File: src/rtl/norm_detect_32bit_pkg.sv
// Shared constants for the normalizer: data width, stage count, FSM state
// encodings and MODE encodings. The barrel-shifter wrapper imports the same set.
package norm_detect_32bit_pkg;

  localparam int WIDTH = 32;
  localparam int STEPS = 5;
  localparam int SH_W  = 5;
  localparam int IDX_W = 3;

  typedef logic [1:0] state_t;

  localparam state_t ST_IDLE = 2'd0;
  localparam state_t ST_STEP = 2'd1;
  localparam state_t ST_DONE = 2'd2;

  localparam logic MODE_UNSIGNED = 1'b0;
  localparam logic MODE_SIGNED   = 1'b1;

  // First stage index: the search starts with the widest stage (k = 16).
  localparam logic [IDX_W-1:0] IDX_FIRST = IDX_W'(STEPS - 1);

  // Stage width for a given stage index: 16, 8, 4, 2, 1.
  function automatic logic [SH_W-1:0] stage_k(input logic [IDX_W-1:0] idx);
    return 5'd1 << idx;
  endfunction

endpackage

File: src/rtl/norm_step_32bit.sv
// One binary-search stage of the normalizer. Purely combinational: decides
// whether the top k bits are redundant for the selected mode and provides the
// word shifted left by k (zero fill). The caller decides whether to use it.
module norm_step_32bit
  import norm_detect_32bit_pkg::*;
(
  input  logic [WIDTH-1:0] work,
  input  logic [SH_W-1:0]  k,
  input  logic             mode,
  output logic [WIDTH-1:0] shifted,
  output logic             take
);

  logic [WIDTH-1:0] zero_mask;
  logic [WIDTH-1:0] sign_mask;
  logic [WIDTH-1:0] zero_bits;
  logic [WIDTH-1:0] sign_bits;

  // Unsigned mode looks at the top k bits; signed mode looks at the top k+1
  // bits, since the sign bit itself must survive the shift.
  assign zero_mask = ~({WIDTH{1'b1}} >> k);
  assign sign_mask = ~({WIDTH{1'b1}} >> ({1'b0, k} + 6'd1));
  assign zero_bits = work & zero_mask;
  assign sign_bits = work & sign_mask;

  // The stage shifts when the examined field is all zeros (unsigned) or all
  // equal to the sign bit (signed).
  always_comb begin
    take = 1'b0;
    if (mode == MODE_SIGNED) begin
      take = (sign_bits == '0) || (sign_bits == sign_mask);
    end else begin
      take = (zero_bits == '0);
    end
  end

  assign shifted = work << k;

endmodule

File: src/rtl/norm_detect_32bit.sv
// Iterative 32-bit normalizer / shift-amount detector. Accepts an operand on a
// valid/ready handshake, runs five binary-search stages (16, 8, 4, 2, 1), then
// presents the normalized word and the total left shift until consumed.
module norm_detect_32bit
  import norm_detect_32bit_pkg::*;
(
  input  logic             CLK,
  input  logic             RST,
  input  logic             IN_VALID,
  output logic             IN_READY,
  input  logic             MODE,
  input  logic [WIDTH-1:0] D_IN,
  output logic             OUT_VALID,
  input  logic             OUT_READY,
  output logic [WIDTH-1:0] D_OUT,
  output logic [SH_W-1:0]  SH_AMT,
  output logic             ZERO
);

  state_t           state;
  logic [IDX_W-1:0] idx;
  logic [SH_W-1:0]  count;
  logic [WIDTH-1:0] work;
  logic             mode_q;
  logic             in_ready_q;
  logic             out_valid_q;
  logic [WIDTH-1:0] d_out_q;
  logic [SH_W-1:0]  sh_amt_q;
  logic             zero_q;

  logic [SH_W-1:0]  step_k;
  logic [WIDTH-1:0] step_shifted;
  logic             step_take;
  logic [WIDTH-1:0] work_next;
  logic [SH_W-1:0]  count_next;

  assign step_k = stage_k(idx);

  norm_step_32bit u_step (
    .work    (work),
    .k       (step_k),
    .mode    (mode_q),
    .shifted (step_shifted),
    .take    (step_take)
  );

  // Result of the current stage: either keep the word or take the shift.
  always_comb begin
    work_next  = work;
    count_next = count;
    if (step_take) begin
      work_next  = step_shifted;
      count_next = count + step_k;
    end
  end

  // Handshake FSM with registered ready/valid and registered result outputs.
  always_ff @(posedge CLK) begin
    if (RST) begin
      state       <= ST_IDLE;
      idx         <= IDX_FIRST;
      count       <= '0;
      work        <= '0;
      mode_q      <= MODE_UNSIGNED;
      in_ready_q  <= 1'b0;
      out_valid_q <= 1'b0;
      d_out_q     <= '0;
      sh_amt_q    <= '0;
      zero_q      <= 1'b0;
    end else begin
      case (state)
        ST_IDLE: begin
          if (in_ready_q && IN_VALID) begin
            work       <= D_IN;
            mode_q     <= MODE;
            count      <= '0;
            zero_q     <= (D_IN == '0);
            idx        <= IDX_FIRST;
            in_ready_q <= 1'b0;
            state      <= ST_STEP;
          end else begin
            in_ready_q <= 1'b1;
          end
        end
        ST_STEP: begin
          work  <= work_next;
          count <= count_next;
          idx   <= idx - 1'b1;
          if (idx == '0) begin
            d_out_q     <= work_next;
            sh_amt_q    <= count_next;
            out_valid_q <= 1'b1;
            idx         <= IDX_FIRST;
            state       <= ST_DONE;
          end
        end
        ST_DONE: begin
          if (OUT_READY) begin
            out_valid_q <= 1'b0;
            in_ready_q  <= 1'b1;
            state       <= ST_IDLE;
          end
        end
        default: begin
          in_ready_q  <= 1'b0;
          out_valid_q <= 1'b0;
          state       <= ST_IDLE;
        end
      endcase
    end
  end

  assign IN_READY  = in_ready_q;
  assign OUT_VALID = out_valid_q;
  assign D_OUT     = d_out_q;
  assign SH_AMT    = sh_amt_q;
  assign ZERO      = zero_q;

endmodule

File: config.mk
export PLATFORM = sky130hd
export DESIGN_NAME = norm_detect_32bit
export DESIGN_NICKNAME = d
export VERILOG_FILES = /design/src/rtl/norm_detect_32bit_pkg.sv /design/src/rtl/norm_step_32bit.sv /design/src/rtl/norm_detect_32bit.sv
export SDC_FILE = /design/constraint.sdc
export NUM_CORES = 1
export LEC_CHECK = 0
export ABC_AREA = 0
export CORE_AREA = 8 8 90 133
export DETAILED_ROUTE_END_ITERATION = 6
export DIE_AREA = 0 0 98 141
export GPL_TIMING_DRIVEN = 1
export MAX_ROUTING_LAYER = met4
export PLACE_DENSITY = 0.79
export SETUP_SLACK_MARGIN = 0.02
export SLEW_MARGIN = 25
export SYNTH_ARGS = -nofsm -noshare
export SYNTH_HDL_FRONTEND = slang
export SYNTH_SLANG_ARGS = --single-unit
File: constraint.sdc
create_clock -name CLK -period 3.62 [get_ports CLK]
set_input_delay 0.543 -clock CLK [delete_from_list [all_inputs] [get_ports CLK]]
set_output_delay 0.543 -clock CLK [all_outputs]
set_load 0.03 [all_outputs]
Yosys cells after proc, flatten, opt, wreduce, memory -nomap -nowiden:

Cells that the tools add are included.

* register bits after elaboration: 83
* bits of input ports: 37
* word-level logic and storage cells: 63

* shifts and indexed selects: 4
* add/subtract/negate cells: 3
* bitwise gates (word level): 6
* multiplexer cells: 20
* equal/unequal tests: 6
* reductions and logical operators: 14

Operators by type and width (count)
* 32-bit zero test: 3
* 32-bit AND: 2
* 32-bit 2-to-1 mux: 2
* 32-bit NOT: 2
* 32-bit one-hot mux with 2 select lines: 1
* 32-bit == test: 1
* 32-bit by 5-bit << shifter with 32-bit output: 1
* 32-bit by 5-bit right shift with 32-bit output (first input constant): 1
* 32-bit by 6-bit right shift with 32-bit output (first input constant): 1
* 5-bit 2-to-1 mux: 2
* 5-bit one-hot mux with 2 select lines: 1
* 2-bit AND reduction: 4
* 5-bit by 1-bit adder with 6-bit output (second input constant): 1
* 2-bit 2-to-1 mux: 3
* 3-bit 2-to-1 mux: 2
* 2-bit != test (second input constant): 3
* 1-bit one-hot mux with 3 select lines: 2
* 2-bit one-hot mux with 3 select lines: 1
* 3-bit one-hot mux with 2 select lines: 1
* 3-bit AND reduction: 2
* 5-bit adder: 1
* 1-bit 2-to-1 mux: 5
* 1-bit by 3-bit << shifter with 5-bit output (first input constant): 1
* 3-bit zero test: 1
* 8 further kinds: 9

Depth between registers and ports, before layout:

* depth after elaboration: 10
* depth in mapped cells: 13
* depth with buffers taken out: 11

Cells and area by module:

From an unflattened synthesis, not the netlist that was laid out.

* cells, all modules: 819
* area, all modules: 6533.8 um2

By module, submodules not included
* norm_detect_32bit: sequential area each 1661.6 um2, cells each 414, instances 1, area an instance 3920.0 um2
* norm_step_32bit: sequential area each 0.0 um2, cells each 405, instances 1, area an instance 2613.8 um2

Worst setup path after synthesis:

OpenSTA, ideal clock, no wires.

* kind: register -> register
* from: reg idx[1]
* to: reg count[4]
* setup slack: 0.917 ns
* stages on the path, launching flop included: 14
* data arrival time: 2.628 ns
* required time: 3.545 ns
* clock period less this slack: 2.703 ns
* path through: dfxtp_1 buf_2 buf_2 nor3_1 ha_1 inv_1 fa_1 inv_1 a21o_1 a21oi_1 xor2_1 o31ai_1 or3_1 a31oi_1

* cells in the longest elaborated chain, start to end: 10
* elaborated cells on any way between the ends: 16
* those cells by class: add/sub (2); eq/ne (1); shift (3); mux (3); bitwise (4); reduce/logical (3)

RTL lines
* from (decl): RTL line norm_detect_32bit.sv:21 `logic [IDX_W-1:0] idx;`
* from (signal assigned): RTL line norm_detect_32bit.sv:88 `idx <= idx - 1'b1;`
* 1-bit by 3-bit << shifter with 5-bit output *: RTL line norm_detect_32bit_pkg.sv:24 `return 5'd1 << idx;`
* 5-bit by 1-bit adder with 6-bit output: RTL line norm_step_32bit.sv:22 `assign sign_mask = ~({WIDTH{1'b1}} >> ({1'b0, k} + 6'd1));`
* 32-bit by 6-bit right shift with 32-bit output: RTL line norm_step_32bit.sv:22
* 32-bit NOT: RTL line norm_step_32bit.sv:22
* 32-bit AND: RTL line norm_step_32bit.sv:24 `assign sign_bits = work & sign_mask;`
* 32-bit == test or 32-bit zero test (tied branches): RTL line norm_step_32bit.sv:31 `take = (sign_bits == '0) || (sign_bits == sign_mask);`
* 1-bit logical OR: RTL line norm_step_32bit.sv:31
* 1-bit 2-to-1 mux: RTL line norm_step_32bit.sv:30 `if (mode == MODE_SIGNED) begin`
* 5-bit 2-to-1 mux *: RTL line norm_detect_32bit.sv:51 `if (step_take) begin`
* 5-bit one-hot mux with 2 select lines *: RTL line norm_detect_32bit.sv:71 `case (state)`
* to (signal assigned): RTL line norm_detect_32bit.sv:87 `count <= count_next;`
* to (decl): RTL line norm_detect_32bit.sv:22 `logic [SH_W-1:0] count;`

Mark *: on every way between the ends. The rest lies on a longest branch, timed or not.
A chain may end at the register's enable or synchronous reset.

Final worst setup path:

Same ends and word-level chain as after synthesis.

==> run_results.csv <==
group,metric,value,unit
die,num_rows,45,
timing,worst_pin_slew,0.847,ns
layout,areaGrowthSynthToFinish,20.9,%
layout,design_area,6500,µm²
synth,synth.area.top_cells,"dfxtp_1, a21oi_1, nand2_1",
clock_tree,clk_latency,0.35,ns
timing,finalSetupViolations,0,
global_route,grt_pass1_vias,5674,
synth,ys_warn_count,0,
synth,syn_nets,726,
worst_hold_path,min-delay-start,"D_OUT[31]",
critical_path,worstPathRequired,3.88,ns
pwr,p_leak,2.15,nW
place,io_buffers,76,
critical_path,crit_fanout,32,
pwr,cell_internal_pwr,1.94,mW
synth,syn_avg_cell_area,7.86,µm²
layout,layout.nets,767,
die,start_util,53.9,%
layout,final_common_cell,"dfxtp_1",
status,outcome,"complete, no violations",
pwr,p_per_area,466,nW/µm²
global_route,grtUsageTotal,29.7,%
clock_tree,cts-root-buf,"clkbuf_16",
layout,fillers,861,
critical_path,worst-path-buf-inv,1,
routing,drc,0,
critical_path,worstReg2RegStart,"idx[1]",
timing,setup_ws,0.377,ns
place,dp.final_hpwl,14700,µm
clock_tree,postCtsSetupRepairBufs,0,
die,core_area,9970,µm²
synth,ys_ff_latch,83,
place,place_area,6190,µm²
routing,drtAntennaViolNets,0,
clock_tree,numCtsBuffers,9,
timing,finalClockSkew,0.00976,ns
clock_tree,clock_sinks,83,
clock_tree,cts-htree-levels,3,
critical_path,worstSetupPathType,"flop to flop",
pwr,power_switching,1.09,mW
pwr,clockPowerShare,32.0,%
routing,drt_pre_antenna_iters,5,
timing,fin_crit_sh,89.6,%
synth,synth_area,5380,µm²
layout,drive_gt1_share,11.7,%
synth,synth_top_area_share,30.9,%
global_route,grt_first_pass_wirelength,31500,µm
flow_run,drv_cap,0,
layout,layout_common_cells,"dfxtp_1, clkdlybuf4s50_1, a21oi_1, nand2_1, nor2_1",
critical_path,slowest_stage,"dfxtp_1",
layout,n_antenna_cell,0,
routing,first_iter_violations,670,
critical_path,crit_family,"compound AO/OA/AOI/OAI gates",
pwr,seq_power_share,35.6,%
pwr,peakVddDrop,0.261,mV
pwr,sw_frac_of_total,36.0,%
synth,ys.flop_type,"dfxtp_1",
routing,drt-total-wl,20400,µm
routing,vias,5856,
synth,synth_cell_types,69,
synth,synth_edf_count,0,
critical_path,cp.arrival,3.50,ns
die,die_x,98,µm
clock_tree,postCtsHoldBufs,0,
die,fp.dieArea,13800,µm²
place,place_congestion,0.986,
synth,syn_inst,684,
timing,slew_violations,0,
die,die_height,141,µm
synth,synth_top_cell_by_area,"dfxtp_1",
critical_path,start_kind,"flop",
pwr,combPwrFrac,32.4,%
timing,fin_tns_setup,0,ns
global_route,grt_max_degree,51,
clock_tree,clk_pin_slew,0.06,ns
synth,yosysSeqAreaShare,30.9,%
global_route,antenna_found_initial,0,
global_route,overflow,0,
critical_path,reg2reg_depth,9,
synth,async_reset_ff_share,0,%
timing,max-slew-margin-rel,43.3,%
layout,stdcell_count,845,
critical_path,r2r_slack,0.38,ns
timing,rsz0062_at_grt,"no",
clock_tree,cts_tree,"done",
place,place_inst,831,
worst_hold_path,min_path_type,"flop to flop",
die,ios,77,
routing,wl_per_cell,24.1,µm
timing,max_freq,0.308,GHz
worst_hold_path,hold_end,"D_OUT[31]",
critical_path,slowest_delay,0.63,ns
place,dpl_worst_slack,0.484,ns
routing,routed_via_density,6.93,
critical_path,regToRegEndpoint,"count[4]",
worst_hold_path,hold_depth,2,
timing,hold_viol_final,0,
clock_tree,cts_resized,0,
clock_tree,cts_buffer_depth,2,
timing,finalCriticalPeriod,3.24,ns
critical_path,cp-end-kind,"flop",
critical_path,crit_chain,"buf_4 -> nor3b_1 -> ha_1 -> a21o_1 -> a21oi_1 -> xor2_1 -> o31ai_1 -> or3_1 -> a31oi_1",
==> sequential cells by signal (all words and copies together), names as in the netlist, 2 cells and up <==
name,cells
work,32
D_OUT,32
state,2
SH_AMT,5
idx,3
count,5
==> power groups by stage <==
| stage | combinational, mW | clock [mW] | sequential, mW |
|---|---|---|---|
| 3_5_place_dp | 0.950 | 0 | 1.09 |
| 4_1_cts | 0.957 | 0.976 | 1.07 |
| 6_report | 0.981 | 0.968 | 1.08 |
| 3_3_place_gp | 0.942 | 0 | 1.09 |
| 5_1_grt | 1.04 | 1.01 | 1.08 |
| 2_1_floorplan | 0.687 | 0 | 1.03 |
==> worst max path at each step <==
stage	startpoint	endpoint	slack (ns)	cells after the start
3_5_place_dp	idx[0]	count[4]	0.48	11
3_3_place_gp	idx[1]	count[4]	0.54	9
5_1_grt	idx[0]	count[4]	0.13	11
2_1_floorplan	idx[1]	count[4]	0.92	13
6_report	idx[1]	count[4]	0.38	9
4_1_cts	idx[0]	count[4]	0.46	11
==> cells by family after synthesis <==
family                     after synthesis  synth area share (%)
AOI/OAI and AO/OA                      250                  31.7
muxes                                   37                  9.33
buffers and inverters                   86                  6.73
xor gates and xnor gates                 4                 0.652
adders and majority gates                5                  1.30
and+or+nand+nor                        219                  19.3
DFF                                     83                  30.9
==> worst reg2reg max path: stages, from the launching register on <==
cell	delay [ns]
dfxtp_1	0.63
buf_4	0.44
nor3b_1	0.37
ha_1	0.33
a21o_1	0.17
a21oi_1	0.17
xor2_1	0.28
o31ai_1	0.22
or3_1	0.37
a31oi_1	0.18
==> area by class of cell <==
cell class	count	area (µm²)	area share, %
Multi-Input combinational cell	515	3370	51.8
Inverter	13	48.8	0.751
Clock inverter	5	80.1	1.23
Sequential cell	83	1660	25.6
Timing Repair Buffer	103	971	14.9
Tap cell	117	146	2.25
Clock buffer	9	225	3.46
==> metrics by stage <==
step	util (%)	hold slack (ns)	power, mW
after detailed placement	62.2	0.449	2.04
after CTS	65.2	0.457	3.00
final	65.2	0.459	3.03
after global placement	62.2	0.441	2.03
after global routing	65.2	0.477	3.13
after floorplan	-	0.460	1.72
==> metal layers <==
metal / track usage [%] / part of all wire (%) / up-vias
met4: 20.4 / 6.0 / 0
met2: 46.7 / 47 / 395
met3: 7.39 / 9.6 / 85
met1: 32.4 / 37 / 2739
li1: - / - / 2637
met5: - / 0 / -
==> cell usage after synthesis (all sizes together) (16+ instances only) <==
library cell and number:
clkbuf 53, a21oi 68, o21ai 43, nand3 22, nor3 16, buf 20
dfxtp 83, nor2 60, mux2i 22, a31oi 16, a211oi 25, nand2 65
Power figures use the tool's default switching activity.
